File: config.mk
export PLATFORM = sky130hd
export DESIGN_NAME = reg_writeback_ctrl_flat
export DESIGN_NICKNAME = d
export VERILOG_FILES = /design/src/rtl/reg_writeback_ctrl_if.sv /design/src/rtl/reg_writeback_ctrl.sv /design/src/flat_wrapper.sv
export SDC_FILE = /design/constraint.sdc
export NUM_CORES = 1
export LEC_CHECK = 0
export CAP_MARGIN = 20
export CORE_MARGIN = 2
export CORE_UTILIZATION = 57
export CTS_CLUSTER_SIZE = 28
export DETAILED_ROUTE_END_ITERATION = 10
export GPL_TIMING_DRIVEN = 0
export HOLD_SLACK_MARGIN = 0.02
export MAX_ROUTING_LAYER = met4
export PLACE_DENSITY = 0.81
export SYNTH_ARGS = -nofsm -noshare
export SYNTH_HDL_FRONTEND = slang
export SYNTH_SLANG_ARGS = --single-unit
File: constraint.sdc
create_clock -name clk -period 4.4 [get_ports clk]
set_clock_uncertainty 0.15 [all_clocks]
set_input_delay 0.88 -clock clk [delete_from_list [all_inputs] [get_ports clk]]
set_output_delay 0.88 -clock clk [all_outputs]
set_load 0.01 [all_outputs]
File: src/rtl/reg_writeback_ctrl_if.sv
// Bus bundle for the writeback queue: pipeline handshake, register-file
// write port, forwarding lookup ports and occupancy.
interface reg_writeback_ctrl_if #(
    parameter int DEPTH = 4,
    parameter int AW    = 6,
    parameter int DW    = 32
);
    localparam int CW = $clog2(DEPTH) + 1;

    logic          wb_valid;
    logic          wb_ready;
    logic [AW-1:0] wb_rd;
    logic [DW-1:0] wb_data;
    logic          drain_en;
    logic [AW-1:0] writereg;
    logic [DW-1:0] writedata;
    logic          wen;
    logic [AW-1:0] rs1;
    logic [AW-1:0] rs2;
    logic          fwd1_hit;
    logic          fwd2_hit;
    logic [DW-1:0] fwd1_data;
    logic [DW-1:0] fwd2_data;
    logic [CW-1:0] count;

    modport master (
        output wb_valid, wb_rd, wb_data, drain_en, rs1, rs2,
        input  wb_ready, writereg, writedata, wen,
               fwd1_hit, fwd2_hit, fwd1_data, fwd2_data, count
    );

    modport slave (
        input  wb_valid, wb_rd, wb_data, drain_en, rs1, rs2,
        output wb_ready, writereg, writedata, wen,
               fwd1_hit, fwd2_hit, fwd1_data, fwd2_data, count
    );
endinterface

File: src/rtl/reg_writeback_ctrl.sv
// Pending-writeback FIFO between the pipeline and the register file, with a
// registered write port and youngest-first forwarding over pending writes.
module reg_writeback_ctrl #(
    parameter int DEPTH = 4,
    parameter int AW    = 6,
    parameter int DW    = 32
) (
    input logic                 clk,
    input logic                 rst,
    reg_writeback_ctrl_if.slave bus
);
    localparam int PW = $clog2(DEPTH);
    localparam int CW = PW + 1;

    logic [AW-1:0] rd_q   [DEPTH];
    logic [DW-1:0] data_q [DEPTH];
    logic [PW-1:0] head;
    logic [PW-1:0] tail;
    logic [CW-1:0] cnt;
    logic          ready;
    logic          push;
    logic          pop;
    logic [AW-1:0] wreg;
    logic [DW-1:0] wdata;
    logic          wen_r;

    // Writes to x0 complete the handshake but never occupy a slot.
    assign ready = (cnt < CW'(DEPTH));
    assign push  = bus.wb_valid && ready && (bus.wb_rd != '0);
    assign pop   = bus.drain_en && (cnt != '0);

    always_ff @(posedge clk or posedge rst) begin
        if (rst) begin
            head  <= '0;
            tail  <= '0;
            cnt   <= '0;
            wen_r <= 1'b0;
            wreg  <= '0;
            wdata <= '0;
        end else begin
            if (push) begin
                tail <= tail + PW'(1);
            end
            if (pop) begin
                head  <= head + PW'(1);
                wreg  <= rd_q[head];
                wdata <= data_q[head];
            end
            wen_r <= pop;
            cnt   <= cnt + CW'(push) - CW'(pop);
        end
    end

    // Slot contents are only meaningful while the pointers mark them occupied.
    always_ff @(posedge clk) begin
        if (push) begin
            rd_q[tail]   <= bus.wb_rd;
            data_q[tail] <= bus.wb_data;
        end
    end

    logic [1:0][AW-1:0] rs;
    logic [1:0]         hit;
    logic [1:0][DW-1:0] fdata;

    assign rs = {bus.rs2, bus.rs1};

    // Output stage first, then queued entries oldest to youngest so the
    // youngest matching entry is the last one to win.
    always_comb begin : fwd_lookup
        logic [PW-1:0] idx;
        idx   = '0;
        hit   = '0;
        fdata = '0;
        for (int p = 0; p < 2; p++) begin
            if (wen_r && (wreg == rs[p])) begin
                hit[p]   = 1'b1;
                fdata[p] = wdata;
            end
            for (int i = 0; i < DEPTH; i++) begin
                idx = head + PW'(i);
                if ((CW'(i) < cnt) && (rd_q[idx] == rs[p])) begin
                    hit[p]   = 1'b1;
                    fdata[p] = data_q[idx];
                end
            end
            if (rs[p] == '0) begin
                hit[p]   = 1'b0;
                fdata[p] = '0;
            end
        end
    end

    assign bus.wb_ready  = ready;
    assign bus.count     = cnt;
    assign bus.wen       = wen_r;
    assign bus.writereg  = wreg;
    assign bus.writedata = wdata;
    assign bus.fwd1_hit  = hit[0];
    assign bus.fwd2_hit  = hit[1];
    assign bus.fwd1_data = fdata[0];
    assign bus.fwd2_data = fdata[1];
endmodule

File: src/flat_wrapper.sv
// flat-port wrapper written by rule: the top's interface ports become plain ports
module reg_writeback_ctrl_flat 
#(
    parameter int DEPTH = 4,
    parameter int AW    = 6,
    parameter int DW    = 32
)
  (clk, rst, bus_wb_valid, bus_wb_rd, bus_wb_data, bus_drain_en, bus_rs1, bus_rs2, bus_wb_ready, bus_writereg, bus_writedata, bus_wen, bus_fwd1_hit, bus_fwd2_hit, bus_fwd1_data, bus_fwd2_data, bus_count);
  reg_writeback_ctrl_if #(.DEPTH(DEPTH), .AW(AW), .DW(DW)) bus_i ();
  input logic clk;
  input logic rst;
  input wire logic [$bits(bus_i.wb_valid)-1:0] bus_wb_valid;
  input wire logic [$bits(bus_i.wb_rd)-1:0] bus_wb_rd;
  input wire logic [$bits(bus_i.wb_data)-1:0] bus_wb_data;
  input wire logic [$bits(bus_i.drain_en)-1:0] bus_drain_en;
  input wire logic [$bits(bus_i.rs1)-1:0] bus_rs1;
  input wire logic [$bits(bus_i.rs2)-1:0] bus_rs2;
  output wire logic [$bits(bus_i.wb_ready)-1:0] bus_wb_ready;
  output wire logic [$bits(bus_i.writereg)-1:0] bus_writereg;
  output wire logic [$bits(bus_i.writedata)-1:0] bus_writedata;
  output wire logic [$bits(bus_i.wen)-1:0] bus_wen;
  output wire logic [$bits(bus_i.fwd1_hit)-1:0] bus_fwd1_hit;
  output wire logic [$bits(bus_i.fwd2_hit)-1:0] bus_fwd2_hit;
  output wire logic [$bits(bus_i.fwd1_data)-1:0] bus_fwd1_data;
  output wire logic [$bits(bus_i.fwd2_data)-1:0] bus_fwd2_data;
  output wire logic [$bits(bus_i.count)-1:0] bus_count;
  assign bus_i.wb_valid = bus_wb_valid;
  assign bus_i.wb_rd = bus_wb_rd;
  assign bus_i.wb_data = bus_wb_data;
  assign bus_i.drain_en = bus_drain_en;
  assign bus_i.rs1 = bus_rs1;
  assign bus_i.rs2 = bus_rs2;
  assign bus_wb_ready = bus_i.wb_ready;
  assign bus_writereg = bus_i.writereg;
  assign bus_writedata = bus_i.writedata;
  assign bus_wen = bus_i.wen;
  assign bus_fwd1_hit = bus_i.fwd1_hit;
  assign bus_fwd2_hit = bus_i.fwd2_hit;
  assign bus_fwd1_data = bus_i.fwd1_data;
  assign bus_fwd2_data = bus_i.fwd2_data;
  assign bus_count = bus_i.count;
  reg_writeback_ctrl #(.DEPTH(DEPTH), .AW(AW), .DW(DW)) u_core (.clk(clk), .rst(rst), .bus(bus_i));
endmodule
# Word level (Yosys, flattened, before mapping)
# Memories as Yosys holds them, arrays and structs flattened.
# Index checks and enable logic that the tools add are counted.
[classes]
add_sub_neg = 6
magnitude_cmp = 5
eq_ne = 10
n_mux = 26
n_reduce_logical = 17
[op_table]
columns = ["operator", "count"]
rows = [
  ["32-bit 2-to-1 mux", 12],
  ["6-bit == test", 10],
  ["1-bit 2-to-1 mux", 14],
  ["1-bit logical AND", 13],
  ["6-bit logical NOT", 2],
  ["1-bit by 3-bit < comparator with 1-bit output (first input constant)", 2],
  ["2-bit by 3-bit < comparator with 1-bit output (first input constant)", 2],
  ["6-bit nonzero test", 1],
  ["2-bit by 1-bit adder with 2-bit output (second input constant)", 2],
  ["2-bit adder (second input constant)", 2],
  ["3-bit by 1-bit adder with 3-bit output", 1],
  ["3-bit < comparator (second input constant)", 1],
  ["3-bit nonzero test", 1],
  ["3-bit by 1-bit subtractor with 3-bit output", 1],
]
[totals]
reg_bits = 46
ramBits = 152
input_bits = 54
out_inout_bits = 109
elab_cells = 72
n_memories = 2
[mem_list]
columns = ["memory", "depth", "word_bits", "read_ports", "rd_ports_with_merged_regs", "wr", "line_no", "text"]
rows = [
  ["u_core.data_q", 4, 32, 4, 0, 1, "reg_writeback_ctrl.sv:16", "logic [DW-1:0] data_q [DEPTH];"],
  ["u_core.rd_q", 4, 6, 4, 0, 1, "reg_writeback_ctrl.sv:15", "logic [AW-1:0] rd_q [DEPTH];"],
]

# Longest topological paths before layout
[depth]
ltp_word = 8
mapped_depth = 13
depth_no_buf = 8

# Least setup slack after synthesis
# OpenSTA, ideal clock, no wires.
[synth_timing]
path_kind = "input to output"
start = "input port bus_rs2[1]"
end = "output port bus_fwd2_data[22]"
arrival_time_ps = 2982
required_ps = 3370
slack_ps = 388
stages = 9
n_path_buf = 3
cell_sequence = "clkbuf_1 -> or2_2 -> mux2i_1 -> o21ai_1 -> or4_1 -> buf_2 -> buf_6 -> or3_1 -> a31oi_1"
[synth_between]
elab_chain_len = 8
word_cells_on_any_way = 17
cone_classes = "eq/ne: 5; mux: 6; reduce/logical: 6"
[synth_rtl]
columns = ["element", "line_no", "text"]
rows = [
  ["start, declared", "flat_wrapper.sv:17", "input wire logic [$bits(bus_i.rs2)-1:0] bus_rs2;"],
  ["6-bit == test", "reg_writeback_ctrl.sv:76", "if (wen_r && (wreg == rs[p])) begin"],
  ["1-bit logical AND", "reg_writeback_ctrl.sv:76", ""],
  ["32-bit 2-to-1 mux", "reg_writeback_ctrl.sv:76", ""],
  ["32-bit 2-to-1 mux (4 in a row)", "reg_writeback_ctrl.sv:82", "if ((CW'(i) < cnt) && (rd_q[idx] == rs[p])) begin"],
  ["32-bit 2-to-1 mux *", "reg_writeback_ctrl.sv:87", "if (rs[p] == '0) begin"],
  ["end, declared", "flat_wrapper.sv:25", "output wire logic [$bits(bus_i.fwd2_data)-1:0] bus_fwd2_data;"],
]
# Mark *: on every way between the ends. The rest lies on a longest branch, timed or not.

# Worst setup path after layout
[layout_timing]
start = "register u_core.head[0]"
end = "output port bus_fwd2_data[30]"
[layout_between]
elab_chain_len = 8
word_cells_on_any_way = 18
cone_classes = "add/sub: 3; eq/ne: 4; mux: 5; reduce/logical: 4; memory: 2"
[layout_rtl]
columns = ["element", "line_no", "text"]
rows = [
  ["start, declared", "reg_writeback_ctrl.sv:17", "logic [PW-1:0] head;"],
  ["start signal, assigned", "reg_writeback_ctrl.sv:45", "head <= head + PW'(1);"],
  ["2-bit by 1-bit adder with 2-bit output / memory read 4 x 6 bit (equally long branches)", "n/a", ""],
  ["memory read 4 x 6 bit / 6-bit == test (equally long branches)", "n/a", ""],
  ["6-bit == test / 1-bit logical AND (equally long branches)", "reg_writeback_ctrl.sv:82", ""],
  ["1-bit logical AND / 32-bit 2-to-1 mux (equally long branches)", "reg_writeback_ctrl.sv:82", ""],
  ["32-bit 2-to-1 mux (2 in a row)", "reg_writeback_ctrl.sv:82", ""],
  ["32-bit 2-to-1 mux *", "reg_writeback_ctrl.sv:82", ""],
  ["32-bit 2-to-1 mux *", "reg_writeback_ctrl.sv:87", ""],
]
# Marks and branches as above.

==> results by group <==
Die
  • IO Pins: 163
  • Rows: 56
  • Die width: 158.4 µm
  • Total die area: 0.02509 mm²
  • CORE AREA: 0.02340 mm²
  • Die Span Y: 158.4 µm
  • Initial Utilization: 0.5805

Critical path
  • Slowest CP cell: mux4_2
  • Cell breakdown of the critical path: buf_6, buf_12, mux4_2, xnor2_2, nand3_2, or4_4, buf_12, o211ai_4, buf_12, buf_6, o31a_1, o211a_1, buf_2
  • Crit end category: primary output
  • Buf/Inv on CP: 6
  • Worst path max stage delay: 0.58 ns
  • Worst R2R Setup Slack: 0.79 ns
  • Crit-path max FO: 8
  • Worst EP required: 3.37 ns
  • Cell family with most CP delay: buffers and inverters
  • Worst EP arrival: 3.67 ns
  • Worst Path Class, Setup: flip-flop to primary output
  • Type of origin of the critical path: flip-flop
  • Most used cell, CP: buf_12

CTS
  • Clock transition at path regs: 0.08 ns
  • Num CTS Buffers: 17
  • Clock root buffer: clkbuf_16
  • CTS tree: yes
  • H-tree depth: 4
  • Clk Latency, worst-skew pair: 0.45 ns
  • Hold_buf cts: 0
  • TritonCTS Sinks: 198
  • CTS max path bufs: 2

Synth
  • Register area share after synthesis: 0.4207
  • Mapped Nets: 1350
  • Ys flop type: edfxtp_1
  • Post-synth EDFFs: 152
  • Async S/R FF share, synth: 0.2323
  • Yosys reg bits: 198
  • Cell area after synthesis: 0.01359 mm²
  • Synth Instances: 1287
  • Distinct cells, synth: 64
  • Synthesized area per cell: 10.56 µm²
  • Ys Warns: 0

Timing
  • Fmax: 0.2126 GHz
  • Pins Over Slew Limit: 0
  • Worst-Margin Slew: 1.041 ns
  • RSZ-0062 raised after global routing: yes
  • Final Hold Vio Count: 0
  • Setup ws final: -0.3031 ns
  • Final setup viols: 66
  • Rel. slew slack: 0.3001
  • Worst hold slack: 0.4103 ns
  • Tcrit/Tclk final: 1.069
  • Setup TNS: -14.33 ns
  • Final worst path period need: 4.703 ns

Layout
  • Synth-to-Final Area Change: 33.09%
  • Post-route cell area: 0.01808 mm²
  • Fin nets: 1610
  • Fillers: 1475
  • Layout cell share with drive strength beyond 1: 0.3301
  • Post-route non-filler standard cell count: 1879
  • Diodes inserted: 0
  • Fin util: 0.7726

Detailed routing
  • DRC: 0
  • Post-route ant nets: 0
  • Pre-antenna DRT Iters: 8
  • DR vias: 13620
  • Vias/cell: 7.249
  • Routed len/inst: 28.80 µm
  • Final wirelength: 54120 µm
  • First-iteration detailed-routing DRC count: 2254

Run
  • Max cap viols: 0

Run status
  • Status: finished, violations left
  • Failing checks: setup timing

Power
  • Worst vdd ir: 344.5 µV
  • Psw: 5.541 mW
  • Standby leakage power: 6.952 nW
  • Pwr dens: 664.6 mW/mm²
  • Clock Power Share: 0.136
  • Sw Share: 0.4611
  • Total internal power: 6.476 mW
  • Power share of the sequential group: 0.240
  • Design Power: 12.02 mW
  • Combinational Power Share: 0.624

Place
  • DP Area: 0.01563 mm²
  • Gp weighted congestion: 0.9989
  • Pre-CTS WS: -1.381 ns
  • I/O Buffers: 151
  • Post-DP HPWL: 35230 µm
  • Cells after DPL: 1763

GRT
  • Initial antenna violation count: 0
  • Overall Global Routing Usage: 0.4330
  • Largest net degree at the start of global routing: 34
  • Vias in the first global route: 12670
  • Total grt overflow: 0
  • First-pass GRT wire length: 77220 µm

Min path
  • Worst hold path class: flip-flop to flip-flop
[layer usage]
| metal | vias to the layer above | GRT usage | part of all wire |
|---|---|---|---|
| met1 | 6451 | 0.5612 | 0.36 |
| li1 | 5450 | - | - |
| met2 | 1350 | 0.6306 | 0.43 |
| met4 | 0 | 0.2518 | 0.074 |
| met5 | - | - | 0 |
| met3 | 369 | 0.09554 | 0.14 |
[registers in the layout, summed over array words and instances (netlist names)]
signal                count
u_core.bus.writereg       6
u_core.head               2
u_core.bus.writedata     32
u_core.bus.count          3
u_core.rd_q              24
u_core.tail               2
u_core.data_q           128
u_core.bus.wen            1
[layout by cell type (no fill, tap or decap), drive strengths merged, types with 45 or more instances in the layout]
| master | count |
|---|---|
| buf | 223 |
| nand2 | 192 |
| edfxtp | 152 |
| o21ai | 118 |
| clkdlybuf4s50 | 84 |
| mux2i | 73 |
| clkbuf | 73 |
| a21oi | 61 |
| mux2 | 51 |
| mux4 | 51 |
| dfrtp | 46 |
| xnor2 | 45 |
[cell type report]
type / count / area, µm² / area share
Multi-Input combinational cell: 947 / 7944 / 0.4393
Tap cell: 319 / 399.1 / 0.02207
Clock inverter: 14 / 161.4 / 0.008927
Inverter: 19 / 71.32 / 0.003944
Sequential cell: 198 / 5715 / 0.3161
Timing Repair Buffer: 249 / 2424 / 0.1340
Clock buffer: 18 / 429.2 / 0.02374
Buffer: 115 / 937.1 / 0.05183
[final timing paths]
kind | startpoint | to | cells after the start
max in group asynchronous | rst | u_core.bus.writedata[13] | 3
min in group asynchronous | rst | u_core.bus.writedata[5] | 2
worst min register to register | u_core.bus.writedata[18] | u_core.bus.writedata[18] | 2
worst max-delay path | u_core.head[0] | bus_fwd2_data[30] | 13
worst max register to register | u_core.bus.count[2] | u_core.bus.count[2] | 8
worst min-delay path | u_core.bus.writedata[18] | u_core.bus.writedata[18] | 2
[repair_timing]
item	in CTS	in global routing
resized for setup	509	148
setup endpoints to repair	66	66
pin swaps	97	70
buffers inserted	61	19
gates cloned	9	7
[worst min-delay path, stage by stage (launching register included)]
cell and delay, ns:
dfrtp_1 0.41, nand2_1 0.07, nand2_1 0.06
[power by group through the flow]
stage / clock network (mW) / registers, mW / logic (mW)
2_1_floorplan: 0 / 2.83 / 3.85
3_3_place_gp: 0 / 2.87 / 6.08
3_5_place_dp: 0 / 2.87 / 6.22
4_1_cts: 1.62 / 2.84 / 6.83
5_1_grt: 1.70 / 2.91 / 7.78
6_report: 1.63 / 2.88 / 7.50
[Yosys cell counts (all sizes together), types with 2 or more instances]
cell type | instances | share of area
nand4 | 4 | 0.0018
nand3 | 22 | 0.0085
o22ai | 2 | 0.00092
edfxtp | 152 | 0.34
nor3 | 14 | 0.0055
o211ai | 31 | 0.018
or4 | 3 | 0.0017
dfrtp | 46 | 0.085
xnor2 | 45 | 0.031
mux2i | 73 | 0.054
a22oi | 24 | 0.013
mux4 | 51 | 0.086
o21ai | 118 | 0.043
inv | 19 | 0.0052
ha | 8 | 0.0074
o211a | 18 | 0.013
mux2 | 51 | 0.042
o31a | 2 | 0.0013
nor2 | 44 | 0.012
nand2 | 192 | 0.053
and2 | 21 | 0.0097
nor4 | 7 | 0.0043
o221a | 16 | 0.013
a211oi | 17 | 0.0094
a21oi | 61 | 0.022
nand2b | 2 | 0.00092
a221o | 14 | 0.010
buf | 62 | 0.026
o2111a | 33 | 0.027
dlygate4sd1 | 2 | 0.0013
and3 | 3 | 0.0014
a31oi | 14 | 0.0064
xor2 | 19 | 0.012
clkbuf | 59 | 0.016
nor2b | 2 | 0.00092
or3 | 23 | 0.011
[kinds of logic (layout without fill, tap and decap cells)]
logic type                 count (synthesis)  after routing  share of synthesized area
AOI/OAI and AO/OA                        360            360                     0.1857
and+or+nand+nor                          339            339                     0.1118
DFF                                      198            198                     0.4207
muxes                                    175            175                     0.1816
buffers and inverters                    142            415                    0.04844
xor gates and xnor gates                  64             64                    0.04292
adders and majority gates                  9              9                   0.008842
Power figures use the tool's default switching activity.
